`src/rtl/hada_pkg.sv`:
```
// rtl/hada_pkg.sv - hada package: abs/signum helpers and the signum-join classifier
//
// Purpose : shared types and functions for the hada streaming blocks.
//   abs*/signum*                  : per-width helpers (8/16/32/64).
//   signum_err_t                  : error code attached to every joined result.
//   signum_join_classify*         : rebuild x from (signum(x), abs(x)) and classify
//                                   the pair; returns {err, value}.
// Ports   : none (package).
package hada;

   typedef enum logic [1:0] {SJ_OK, SJ_BAD_SIGN, SJ_ZERO_MISMATCH, SJ_RANGE} signum_err_t;

   function automatic logic [7:0] abs8(input logic [7:0] x);
      return x[7] ? (~x + 8'd1) : x;
   endfunction

   function automatic logic [15:0] abs16(input logic [15:0] x);
      return x[15] ? (~x + 16'd1) : x;
   endfunction

   function automatic logic [31:0] abs32(input logic [31:0] x);
      return x[31] ? (~x + 32'd1) : x;
   endfunction

   function automatic logic [63:0] abs64(input logic [63:0] x);
      return x[63] ? (~x + 64'd1) : x;
   endfunction

   function automatic logic [7:0] signum8(input logic [7:0] x);
      return (x == '0) ? '0 : (x[7] ? '1 : 8'd1);
   endfunction

   function automatic logic [15:0] signum16(input logic [15:0] x);
      return (x == '0) ? '0 : (x[15] ? '1 : 16'd1);
   endfunction

   function automatic logic [31:0] signum32(input logic [31:0] x);
      return (x == '0) ? '0 : (x[31] ? '1 : 32'd1);
   endfunction

   function automatic logic [63:0] signum64(input logic [63:0] x);
      return (x == '0) ? '0 : (x[63] ? '1 : 64'd1);
   endfunction

   // Width-agnostic core: operands are zero-extended to 64 bits and only the
   // low w bits are meaningful. Returns {err[1:0], value[63:0]}.
   function automatic logic [65:0] signum_join_core(input logic [63:0] s,
                                                    input logic [63:0] m,
                                                    input int unsigned w);
      logic [63:0] mask;
      logic [63:0] sm;
      logic [63:0] mm;
      logic [63:0] neg;
      logic        is_min;
      mask   = (w >= 64) ? '1 : ((64'd1 << w) - 64'd1);
      sm     = s & mask;
      mm     = m & mask;
      neg    = (~mm + 64'd1) & mask;
      // (-1, 2^(w-1)) is the most negative value, mirroring abs(min) == min.
      is_min = (sm == mask) && (mm == (64'd1 << (w - 1)));
      if (!((sm == '0) || (sm == 64'd1) || (sm == mask)))
         return {SJ_BAD_SIGN, 64'd0};
      else if ((sm == '0) != (mm == '0))
         return {SJ_ZERO_MISMATCH, 64'd0};
      else if (mm[w-1] && !is_min)
         return {SJ_RANGE, (sm == mask) ? neg : mm};
      else if (sm == mask)
         return {SJ_OK, neg};
      else
         return {SJ_OK, mm};
   endfunction

   function automatic logic [9:0] signum_join_classify8(input logic [7:0] s, input logic [7:0] m);
      logic [65:0] r;
      r = signum_join_core({56'd0, s}, {56'd0, m}, 8);
      return {r[65:64], r[7:0]};
   endfunction

   function automatic logic [17:0] signum_join_classify16(input logic [15:0] s, input logic [15:0] m);
      logic [65:0] r;
      r = signum_join_core({48'd0, s}, {48'd0, m}, 16);
      return {r[65:64], r[15:0]};
   endfunction

   function automatic logic [33:0] signum_join_classify32(input logic [31:0] s, input logic [31:0] m);
      logic [65:0] r;
      r = signum_join_core({32'd0, s}, {32'd0, m}, 32);
      return {r[65:64], r[31:0]};
   endfunction

   function automatic logic [65:0] signum_join_classify64(input logic [63:0] s, input logic [63:0] m);
      return signum_join_core(s, m, 64);
   endfunction

endpackage

```
`src/rtl/hada_skid_fifo.sv`:
```
// rtl/hada_skid_fifo.sv - generic 2-entry FIFO with occupancy output
//
// Purpose : two-deep register queue. in_ready and out_valid depend only on
//           registered occupancy, so there is no ready path from out to in.
// Ports   : clk, rst_n (async active-low)
//           in_valid/in_ready/in_data   : write side
//           out_valid/out_ready/out_data: read side, data from head register
//           count                       : occupancy 0..2
module hada_skid_fifo #(
   parameter int DW = 34
) (
   input  logic          clk,
   input  logic          rst_n,
   input  logic          in_valid,
   output logic          in_ready,
   input  logic [DW-1:0] in_data,
   output logic          out_valid,
   input  logic          out_ready,
   output logic [DW-1:0] out_data,
   output logic [1:0]    count
);

   logic [DW-1:0] mem0;
   logic [DW-1:0] mem1;
   logic          wr_ptr;
   logic          rd_ptr;
   logic          push;
   logic          pop;

   assign in_ready  = (count != 2'd2);
   assign out_valid = (count != 2'd0);
   assign out_data  = rd_ptr ? mem1 : mem0;
   assign push      = in_valid && in_ready;
   assign pop       = out_valid && out_ready;

   always_ff @(posedge clk or negedge rst_n) begin
      if (!rst_n) begin
         mem0   <= '0;
         mem1   <= '0;
         wr_ptr <= 1'b0;
         rd_ptr <= 1'b0;
         count  <= 2'd0;
      end else begin
         if (push) begin
            if (wr_ptr) mem1 <= in_data;
            else        mem0 <= in_data;
            wr_ptr <= ~wr_ptr;
         end
         if (pop)
            rd_ptr <= ~rd_ptr;
         case ({push, pop})
            2'b10:   count <= count + 2'd1;
            2'b01:   count <= count - 2'd1;
            default: count <= count;
         endcase
      end
   end

endmodule

```
`src/rtl/hada_signum_join.sv`:
```
// rtl/hada_signum_join.sv - streaming (signum, magnitude) to two's-complement join
//
// Purpose : classifies each input pair, queues {value, err} in a 2-entry FIFO
//           and counts erroneous pairs with a saturating counter.
// Ports   : clk, rst_n (async active-low)
//           in_valid/in_ready, in_sign[W], in_mag[W] : input pair stream
//           out_valid/out_ready, out_value[W], out_err[2] : result stream
//           err_count[CNT_W] : accepted pairs with non-zero error, saturating
module hada_signum_join
   import hada::*;
#(
   parameter int W     = 32,
   parameter int CNT_W = 16
) (
   input  logic             clk,
   input  logic             rst_n,
   input  logic             in_valid,
   output logic             in_ready,
   input  logic [W-1:0]     in_sign,
   input  logic [W-1:0]     in_mag,
   output logic             out_valid,
   input  logic             out_ready,
   output logic [W-1:0]     out_value,
   output logic [1:0]       out_err,
   output logic [CNT_W-1:0] err_count
);

   logic [W+1:0] cls;
   logic [W+1:0] head;
   logic [1:0]   count;
   signum_err_t  cls_err;

   generate
      if (W == 8) begin : g_w8
         assign cls = signum_join_classify8(in_sign, in_mag);
      end else if (W == 16) begin : g_w16
         assign cls = signum_join_classify16(in_sign, in_mag);
      end else if (W == 32) begin : g_w32
         assign cls = signum_join_classify32(in_sign, in_mag);
      end else begin : g_w64
         assign cls = signum_join_classify64(in_sign, in_mag);
      end
   endgenerate

   assign cls_err = signum_err_t'(cls[W+1:W]);

   hada_skid_fifo #(.DW(W + 2)) u_fifo (
      .clk       (clk),
      .rst_n     (rst_n),
      .in_valid  (in_valid),
      .in_ready  (in_ready),
      .in_data   (cls),
      .out_valid (out_valid),
      .out_ready (out_ready),
      .out_data  (head),
      .count     (count)
   );

   assign out_value = head[W-1:0];
   assign out_err   = head[W+1:W];

   always_ff @(posedge clk or negedge rst_n) begin
      if (!rst_n)
         err_count <= '0;
      else if (in_valid && in_ready && (cls_err != SJ_OK) && (err_count != '1))
         err_count <= err_count + CNT_W'(1);
   end

endmodule

```
`config.mk`:
```
export PLATFORM = sky130hd
export DESIGN_NAME = hada_signum_join
export DESIGN_NICKNAME = d
export VERILOG_FILES = /design/src/rtl/hada_pkg.sv /design/src/rtl/hada_skid_fifo.sv /design/src/rtl/hada_signum_join.sv
export SDC_FILE = /design/constraint.sdc
export NUM_CORES = 1
export LEC_CHECK = 0
export BUFFER_PORTS_ARGS = -buffer_cell sky130_fd_sc_hd__buf_2
export CORE_AREA = 2 2 94 96
export CTS_BUF_LIST = sky130_fd_sc_hd__clkbuf_8
export DETAILED_ROUTE_END_ITERATION = 8
export DIE_AREA = 0 0 96 98
export PLACE_DENSITY_LB_ADDON = 0.08
export SLEW_MARGIN = 40
export SYNTH_ARGS = -nofsm -noshare
export SYNTH_HDL_FRONTEND = slang
export SYNTH_SLANG_ARGS = --single-unit
```
`constraint.sdc`:
```
create_clock -name clk -period 3.9 [get_ports clk]
set_input_delay 0.195 -clock clk [delete_from_list [all_inputs] [get_ports clk]]
set_output_delay 0.195 -clock clk [all_outputs]
set_load 0.1 [all_outputs]
```
**Word-level counts from Yosys, hierarchy flattened**

Index checks and enable logic that the tools add are counted.

- Bits in read-only memories: 0
- Logic and storage cells: 44
- Memories: 0
- Memory bits (writable): 0
- Latch bits: 0
- Register bits: 88

- Multipliers: 0
- Shifts and indexed selects: 0
- Div/mod/pow operators: 0
- Bitwise operators: 3
- Mux-type cells: 7
- $lt $le $gt $ge: 0
- Equality and inequality tests: 8
- Add/sub/neg operators: 4
- Reductions and logical operators: 16

Operator list:

| operator | number |
|---|---|
| $mux W66 | 3 |
| $logic_not A64 Y1 | 2 |
| $eq A32 B32 Y1 const B | 2 |
| $mux W32 | 2 |
| $mux W34 | 1 |
| $add A32 B1 Y32 const B | 1 |
| $eq A32 B1 Y1 const B | 1 |
| $not A32 Y32 | 1 |
| $add A16 B1 Y16 const B | 1 |
| $ne A16 B16 Y1 const B | 1 |
| $logic_and A1 B1 Y1 | 6 |
| $reduce_bool A2 Y1 | 3 |
| $pmux W2 S2 | 1 |
| $reduce_and A2 Y1 | 2 |
| $add A2 B1 Y2 const B | 1 |
| $eq A2 B1 Y1 const B | 1 |
| $eq A2 B2 Y1 const B | 1 |
| $logic_or A1 B1 Y1 | 2 |
| $ne A2 B2 Y1 const B | 1 |
| $not A1 Y1 | 2 |
| $sub A2 B1 Y2 const B | 1 |
| $logic_not A1 Y1 | 1 |
| $ne A1 B1 Y1 | 1 |

**Depth between registers and ports, before layout**

Gate-level depths: netlist (run 1).

- Depth in word-level cells: 10
- Depth in mapped cells: 10
- Mapped depth without buffers: 9

**Hierarchy**

Synthesis (run 1) repeated with hierarchy kept, for this count alone.

- Cell total of the unflattened synthesis: 468
- Area, all modules: 5429.0 µm²

Modules (own cells, without submodules):

| module | cells an instance | area each (µm²) | instances |
|---|---|---|---|
| hada_skid_fifo | 199 | 3447.1 | 1 |
| hada_signum_join | 269 | 1981.9 | 1 |

**Least setup slack after synthesis (run 1)**

Ideal clock, no wire load.

- Path type: in2reg
- Start point: input port in_mag[1]
- End point: register err_count[12]
- Path buffers: 1
- Arrival: 2.537 ns
- Setup time: 0.128 ns
- Cell stages on the path: 10
- Slack: 1.235 ns
- Cell sequence: inv_1 > ha_1 > or4b_1 > nor4_1 > nand4_1 > nor2_2 > mux2_1 > buf_4 > o21ai_1 > mux2_1

- Cells in the longest elaborated chain, start to end: 10
- Elaborated cells between the ends (all ways): 12

RTL lines:

| element | RTL line | RTL |
|---|---|---|
| start, declared | hada_signum_join.sv:20 | `input logic [W-1:0] in_mag,` |
| $eq A32 B32 Y1 | hada_pkg.sv:60 | `is_min = (sm == mask) && (mm == (64'd1 << (w - 1)));` |
| $logic_and A1 B1 Y1 | hada_pkg.sv:60 |  |
| $logic_not A1 Y1 | hada_pkg.sv:65 | `else if (mm[w-1] && !is_min)` |
| $logic_and A1 B1 Y1 | hada_pkg.sv:65 |  |
| $mux W66 | hada_pkg.sv:65 |  |
| $mux W66 * | hada_pkg.sv:63 | `else if ((sm == '0) != (mm == '0))` |
| $mux W66 * | hada_pkg.sv:61 | `if (!((sm == '0) \|\| (sm == 64'd1) \|\| (sm == mask)))` |
| $reduce_bool A2 Y1 * | hada_signum_join.sv:65 | `else if (in_valid && in_ready && (cls_err != SJ_OK) && (err_count != '1))` |
| $logic_and A1 B1 Y1 * (2 in series) | hada_signum_join.sv:65 |  |
| end signal, assigned | hada_signum_join.sv:66 | `err_count <= err_count + CNT_W'(1);` |
| end, declared | hada_signum_join.sv:25 | `output logic [CNT_W-1:0] err_count` |

Mark *: on every way between the ends. The rest lies on a longest branch, timed or not.
A chain may end at the register's enable or synchronous reset.

**Worst setup path in the final report (run 1)**

Ends and elaborated chain as after synthesis.

==> summary.md, run 1 <==
| Metric | Value |
|---|---|
| Total GRT Usage | `25.5%` |
| Post-synth top area cell | `dfrtp_1` |
| GR Overflow Total | `0` |
| Dpl hpwl | `8040 µm` |
| Vias | `4189` |
| EDFF count, synth | `0` |
| Routability Congestion | `0.822` |
| Crit Path Max Fanout | `30` |
| Worst R2R Path Depth | `7` |
| Ys async rst share | `100%` |
| Required @ worst endpoint | `4.14 ns` |
| Max Buffers Root-to-Sink | `2` |
| Period minus WS final | `2.75 ns` |
| CP endpoint kind | `flip-flop` |
| Period utilisation layout | `70.5%` |
| Inst Count DP | `721` |
| Cell row count | `34` |
| Final hold vios | `0` |
| Largest net degree at the start of global routing | `67` |
| Root cell of the clock tree | `clkbuf_8` |
| Layout cells sized above 1 | `31.1%` |
| CTS Sinks | `88` |
| Avg Vias per Cell | `5.68` |
| Synth warn | `0` |
| Hold path start | `in_mag[0]` |
| N_diodes | `0` |
| Worst-skew pair later-pin latency | `0.36 ns` |
| #FFs+latches synth | `88` |
| DRC Markers | `0` |
| Post-Layout Cell Count | `738` |
| Starting Density | `58.3%` |
| Initial drt markers | `109` |
| Post-synthesis cell type count | `47` |
| Vias in the first global route | `4184` |
| IO Pins | `120` |
| Most frequent cells in the layout | `buf_2, nand2_1, dfrtp_1` |
| DIE HEIGHT | `98 µm` |
| Fmax | `364 MHz` |
| Die width | `96 µm` |
| R2R setup slack | `1.58 ns` |
| Slew Viols, Final | `0` |
| Die ar. | `9410 µm²` |
| Register area share after synthesis | `44.6%` |
| Core Footprint | `8470 µm²` |
| Routed Antenna Nets | `0` |
| Hold depth | `3` |
| I/O Buffers | `119` |
| Syn avg cell area | `9.58 µm²` |
| Clk slew on worst S/H paths | `0.09 ns` |
| Slew headroom | `49.8%` |
| Leak | `2.66 nW` |
| WL per Instance | `15.2 µm` |
| R2r endpoint | `err_count[15]$_DFFE_PN0P_` |
| Worst Setup Start Kind | `primary input` |
| 1st-pass router iterations | `5` |
| Initial antenna violation count | `0` |
| Post-Route Skew | `0.0101 ns` |
| Clock tree from TritonCTS | `yes` |
| Top FF cell, synth | `dfrtp_1` |
| Worst vdd ir | `623 µV` |
| First-pass GRT wire length | `19200 µm` |
| Sum Neg Setup Slack | `0 ns` |
| Arr. time, crit path | `2.99 ns` |
| Worst Hold End | `u_fifo.mem1[0]$_DFFE_PN0P_` |
| Max_cap viols | `0` |
| Number of fill cells | `668` |
| PwrDens | `456 nW/µm²` |
| Top cells by area, synth | `dfrtp_1, mux2_2, nand2_1` |
| Total Wirelength | `11200 µm` |
| Post-Syn Nets | `586` |
| FF-to-FF Start | `u_fifo.count[0]$_DFFE_PN0P_` |
| Setup Crit Path Kind | `primary input to flip-flop` |
| RSZ-0062 raised after global routing | `false` |
| Worst Hold Class | `primary input to flip-flop` |
| Postcts setup bufs | `0` |
| Setup violations, final | `0` |
| Num CTS Buffers | `9` |
| Cells after synthesis | `515` |
| Most common cell after layout, fill and taps aside | `buf_2` |
| CTS H-Tree Depth | `3` |
| Synth-to-Final Area Change | `17.7%` |
| Mapped Area | `4930 µm²` |
| Area fraction of the dominant cell type after synthesis | `44.6%` |
| Nets | `696` |
| Outcome | `finished clean` |
| Worst-Margin Slew | `0.753 ns` |
report_power, final:
group | leakage, nW | total (mW) | internal [mW] | switching (mW)
sequential | 1.20 | 1.07 | 0.974 | 0.101
combinational | 1.36 | 0.952 | 0.233 | 0.719
clock | 0.0964 | 0.618 | 0.284 | 0.334
total | 2.66 | 2.65 | 1.49 | 1.15
worst max-delay path: stages:
cell and delay, ns:
buf_2 0.11, inv_1 0.07, ha_1 0.17, or4b_1 0.51
nor4_1 0.43, nand4_1 0.20, nor2_2 0.19, mux2_2 0.56
o21ai_1 0.21, mux2_1 0.33
final cells by class:
cell class / count / area, µm² / area share (%)
clock inverter: 4 / 27.5 / 0.474
timing repair buffer: 123 / 634 / 10.9
clock buffer: 12 / 165 / 2.84
multi-input combinational: 395 / 2610 / 45.0
inverter: 8 / 30.0 / 0.517
sequential: 88 / 2200 / 37.9
tap: 108 / 135 / 2.33
routing by layer:
metal | vias up | wire length (µm) | GRT usage (%)
met3 | 21 | 695 | 4.32
met2 | 133 | 5390 | 41.8
li1 | 2051 | - | -
met5 | - | 0 | 0
met4 | 0 | 232 | 10.2
met1 | 1984 | 4880 | 33.5
worst max path at each step:
stage | startpoint | cells past startpoint | end | slack [ns]
6_report | in_mag[1] | 10 | err_count[12]$_DFFE_PN0P_ | 1.15
5_1_grt | in_mag[1] | 10 | err_count[12]$_DFFE_PN0P_ | 0.91
4_1_cts | in_mag[1] | 10 | err_count[12]$_DFFE_PN0P_ | 0.94
3_5_place_dp | in_mag[1] | 10 | err_count[12]$_DFFE_PN0P_ | 0.58
3_3_place_gp | in_mag[1] | 10 | err_count[12]$_DFFE_PN0P_ | 0.63
2_1_floorplan | in_mag[1] | 10 | err_count[12]$_DFFE_PN0P_ | 1.23
state kept, by name, indices dropped and copies added (netlist names):
register       flops
u_fifo.rd_ptr      1
u_fifo.count       2
u_fifo.wr_ptr      1
u_fifo.mem1       34
u_fifo.mem0       34
err_count         16
what timing repair did:
action                                 CTS  global route
hold buffers                             1             0
endpoints found under the hold margin   65             0
resized for setup                        0             0
synthesized netlist by cell type, types with 2 or more instances:
cell	n
nor3_1	8
nand2_1	96
or2_1	8
dfrtp_1	88
or2_2	2
or4_4	3
o21ai_1	28
o41ai_1	5
and2_1	3
ha_1	3
clkbuf_1	21
mux2_1	2
mux2_2	38
a21oi_1	3
o41ai_4	2
nand3_1	6
inv_1	8
or4_1	5
o31ai_2	2
xnor2_1	18
o31ai_1	13
nand2b_1	16
nand4_1	12
nor4_2	2
xor2_1	30
and4_1	2
nor2_1	17
nor4_1	10
and3_1	2
o21ai_0	42
or3_1	4
stage by stage:
stage	power (mW)	setup WS [ns]	hold WS, ns	cell area [µm²]	util, %
final	2.65	1.15	0.143	5810	68.6
after global routing	2.77	0.906	0.145	5810	68.6
after CTS	2.66	0.939	0.133	5800	68.5
after detailed placement	2.04	0.579	0.347	5600	66.2
after global placement	2.02	0.633	0.337	5590	66.0
after floorplan	1.80	1.23	-0.101	4930	-
cell families (layout without fill, tap and decap cells):
logic type / after synthesis / count (layout) / synth area share, %
simple gates: 204 / 204 / 21.3
xor+xnor: 48 / 48 / 8.52
compound gates: 99 / 99 / 12.8
flops: 88 / 88 / 44.6
buf+inv: 32 / 147 / 2.69
fa+ha+maj: 3 / 3 / 0.761
mux: 41 / 41 / 9.34
(Power assumes the default switching activity.)
==> run 2, diff against run 1 <==
- CORE_AREA: 2 2 94 96 -> 2 2 103 105
- DIE_AREA: 0 0 96 98 -> 0 0 105 107
- clock period: 3.9 -> 2.25 ns (I/O delays scaled with it)
==> run 2 against run 1 <==
Compared with the run above:
- core utilization rose by 0.31 points
- sequential share of layout area fell by 6.1 points
- die area rose by 19%
- flip-flop and latch count did not move
- clock skew rose by 0.0023 ns
- hold slack got worse by 0.064 ns
- via count rose by 4.1%
- global-route usage fell by 1.9 points
- setup slack got worse by 1.1 ns
- sequential power rose by 71%
- non-clock buffer count rose by 55
- final area rose by 20%
==> summary.md, run 2 (same netlist as run 1, synthesis figures left out) <==
| Metric | Value |
|---|---|
| Outcome | `finished clean` |
| Worst Hold Class | `primary input to flip-flop` |
| GR Overflow Total | `0` |
| Clock tree from TritonCTS | `yes` |
| Arr. time, crit path | `2.46 ns` |
| CTS Sinks | `88` |
| Num CTS Buffers | `9` |
| Period minus WS final | `2.17 ns` |
| Clk slew on worst S/H paths | `0.09 ns` |
| Max_cap viols | `0` |
| DRC Markers | `0` |
| PwrDens | `691 nW/µm²` |
| Dpl hpwl | `9210 µm` |
| Crit-path cells | `buf_2, or4_4, buf_4, nor4_4, nand4_1, nor2_2, mux2_4, buf_12, or2_1, o21ai_1` |
| IO Pins | `120` |
| Most frequent cells in the layout | `nand2_1, buf_2, dfrtp_1` |
| Nets | `751` |
| Initial antenna violation count | `0` |
| Slew Viols, Final | `0` |
| First-pass GRT wire length | `21300 µm` |
| Most common cell after layout, fill and taps aside | `nand2_1` |
| Slowest cell on crit path | `or4_4` |
| Total GRT Usage | `23.6%` |
| Number of fill cells | `827` |
| Avg Vias per Cell | `5.31` |
| Required @ worst endpoint | `2.54 ns` |
| WL per Instance | `15.1 µm` |
| Post-Route Skew | `0.0124 ns` |
| Worst-Margin Slew | `0.609 ns` |
| Routability Congestion | `0.818` |
| Cell row count | `37` |
| Power Total | `4.80 mW` |
| Core Footprint | `10100 µm²` |
| WHS | `0.0783 ns` |
| Worst vdd ir | `916 µV` |
| Die ar. | `11200 µm²` |
| Root cell of the clock tree | `clkbuf_8` |
| Slew headroom | `59.4%` |
| N_diodes | `0` |
| Crit Path Max Fanout | `21` |
| Layout cells sized above 1 | `40.0%` |
| Max Buffers Root-to-Sink | `2` |
| Setup violations, final | `0` |
| Vias | `4360` |
| 1st-pass router iterations | `4` |
| Total Wirelength | `12400 µm` |
| Fmax | `461 MHz` |
| Worst Setup Start Kind | `primary input` |
| Vias in the first global route | `4408` |
| Synth-to-Final Area Change | `41.0%` |
| Routed Antenna Nets | `0` |
| Worst-skew pair later-pin latency | `0.36 ns` |
| Critical Path Max Stage Delay | `0.58 ns` |
| DIE HEIGHT | `107 µm` |
| Starting Density | `48.9%` |
| Initial drt markers | `140` |
| Largest regs | `u_fifo.mem0 (34), u_fifo.mem1 (34), err_count (16)` |
| I/O Buffers | `119` |
| CTS H-Tree Depth | `3` |
| Setup Crit Path Kind | `primary input to flip-flop` |
| Die width | `105 µm` |
| Largest net degree at the start of global routing | `46` |
| Final hold vios | `0` |
| Leak | `3.03 nW` |
| Period utilisation layout | `96.4%` |
| CP endpoint kind | `flip-flop` |
## run 2: final timing paths
kind	start	end	slack, ns	cells past startpoint
min in group asynchronous	rst_n	u_fifo.mem1[24]$_DFFE_PN0P_	0.28	2
min	out_ready	u_fifo.rd_ptr$_DFFE_PN0P_	0.08	3
max in group asynchronous	rst_n	u_fifo.mem1[30]$_DFFE_PN0P_	1.34	3
min reg2reg	u_fifo.mem0[31]$_DFFE_PN0P_	u_fifo.mem0[31]$_DFFE_PN0P_	0.48	2
max reg2reg	err_count[5]$_DFFE_PN0P_	err_count[1]$_DFFE_PN0P_	0.27	6
max	in_mag[11]	u_fifo.mem0[15]$_DFFE_PN0P_	0.08	10
## run 2: power by group
group	total [mW]	switching [mW]	internal [mW]
logic	1.90	1.33	0.570
registers	1.83	0.131	1.70
clock network	1.07	0.576	0.493
## run 2: timing repair
action                                  4_1_cts  5_1_grt
endpoints found under the setup margin        7       45
buffers inserted                              0        1
pin swaps                                     0        8
gates resized for setup                       1        7
hold endpoints to repair                     43        0
hold buffers                                  1        0
## run 2: critical path: cells and delay by family
family / cells / cell delay [ns]
AND/OR/NAND/NOR: 5 / 1.43
buffers and inverters: 3 / 0.44
multiplexers: 1 / 0.35
AO/OA/AOI/OAI: 1 / 0.13
## run 2: stage by stage
| stage | setup TNS (ns) | instances | util, % | area, µm² | setup slack, ns |
|---|---|---|---|---|---|
| floorplan | -0.206 | 515 | - | 5010 | -0.140 |
| global placement | -19.95 | 803 | 66.4 | 6700 | -0.377 |
| detailed placement | -23.57 | 803 | 66.4 | 6700 | -0.459 |
| CTS | -0.0319 | 820 | 68.4 | 6910 | -0.0231 |
| global route | -0.0223 | 821 | 68.9 | 6950 | -0.00724 |
| finish | 0 | 821 | 68.9 | 6950 | 0.0799 |
## run 2: area by class of cell
class                      count  area [µm²]  share of cell area, %
inverter                       8        45.0                  0.648
clock buffer                  12         165                   2.37
sequential                    88        2220                   31.9
timing repair buffer         178        1640                   23.6
clock inverter                 4        27.5                  0.396
multi-input combinational    395        2690                   38.7
tap                          136         170                   2.45
## run 2: routing by layer
layer | part of all wire (%) | vias to the layer above | GRT usage, % | wire [µm]
li1 | - | 2151 | - | -
met1 | 44 | 2097 | 30.8 | 5450
met5 | 0 | - | 0 | 0
met2 | 50 | 99 | 40.6 | 6230
met4 | 1.4 | 0 | 5.81 | 170
met3 | 4.1 | 13 | 4.56 | 507
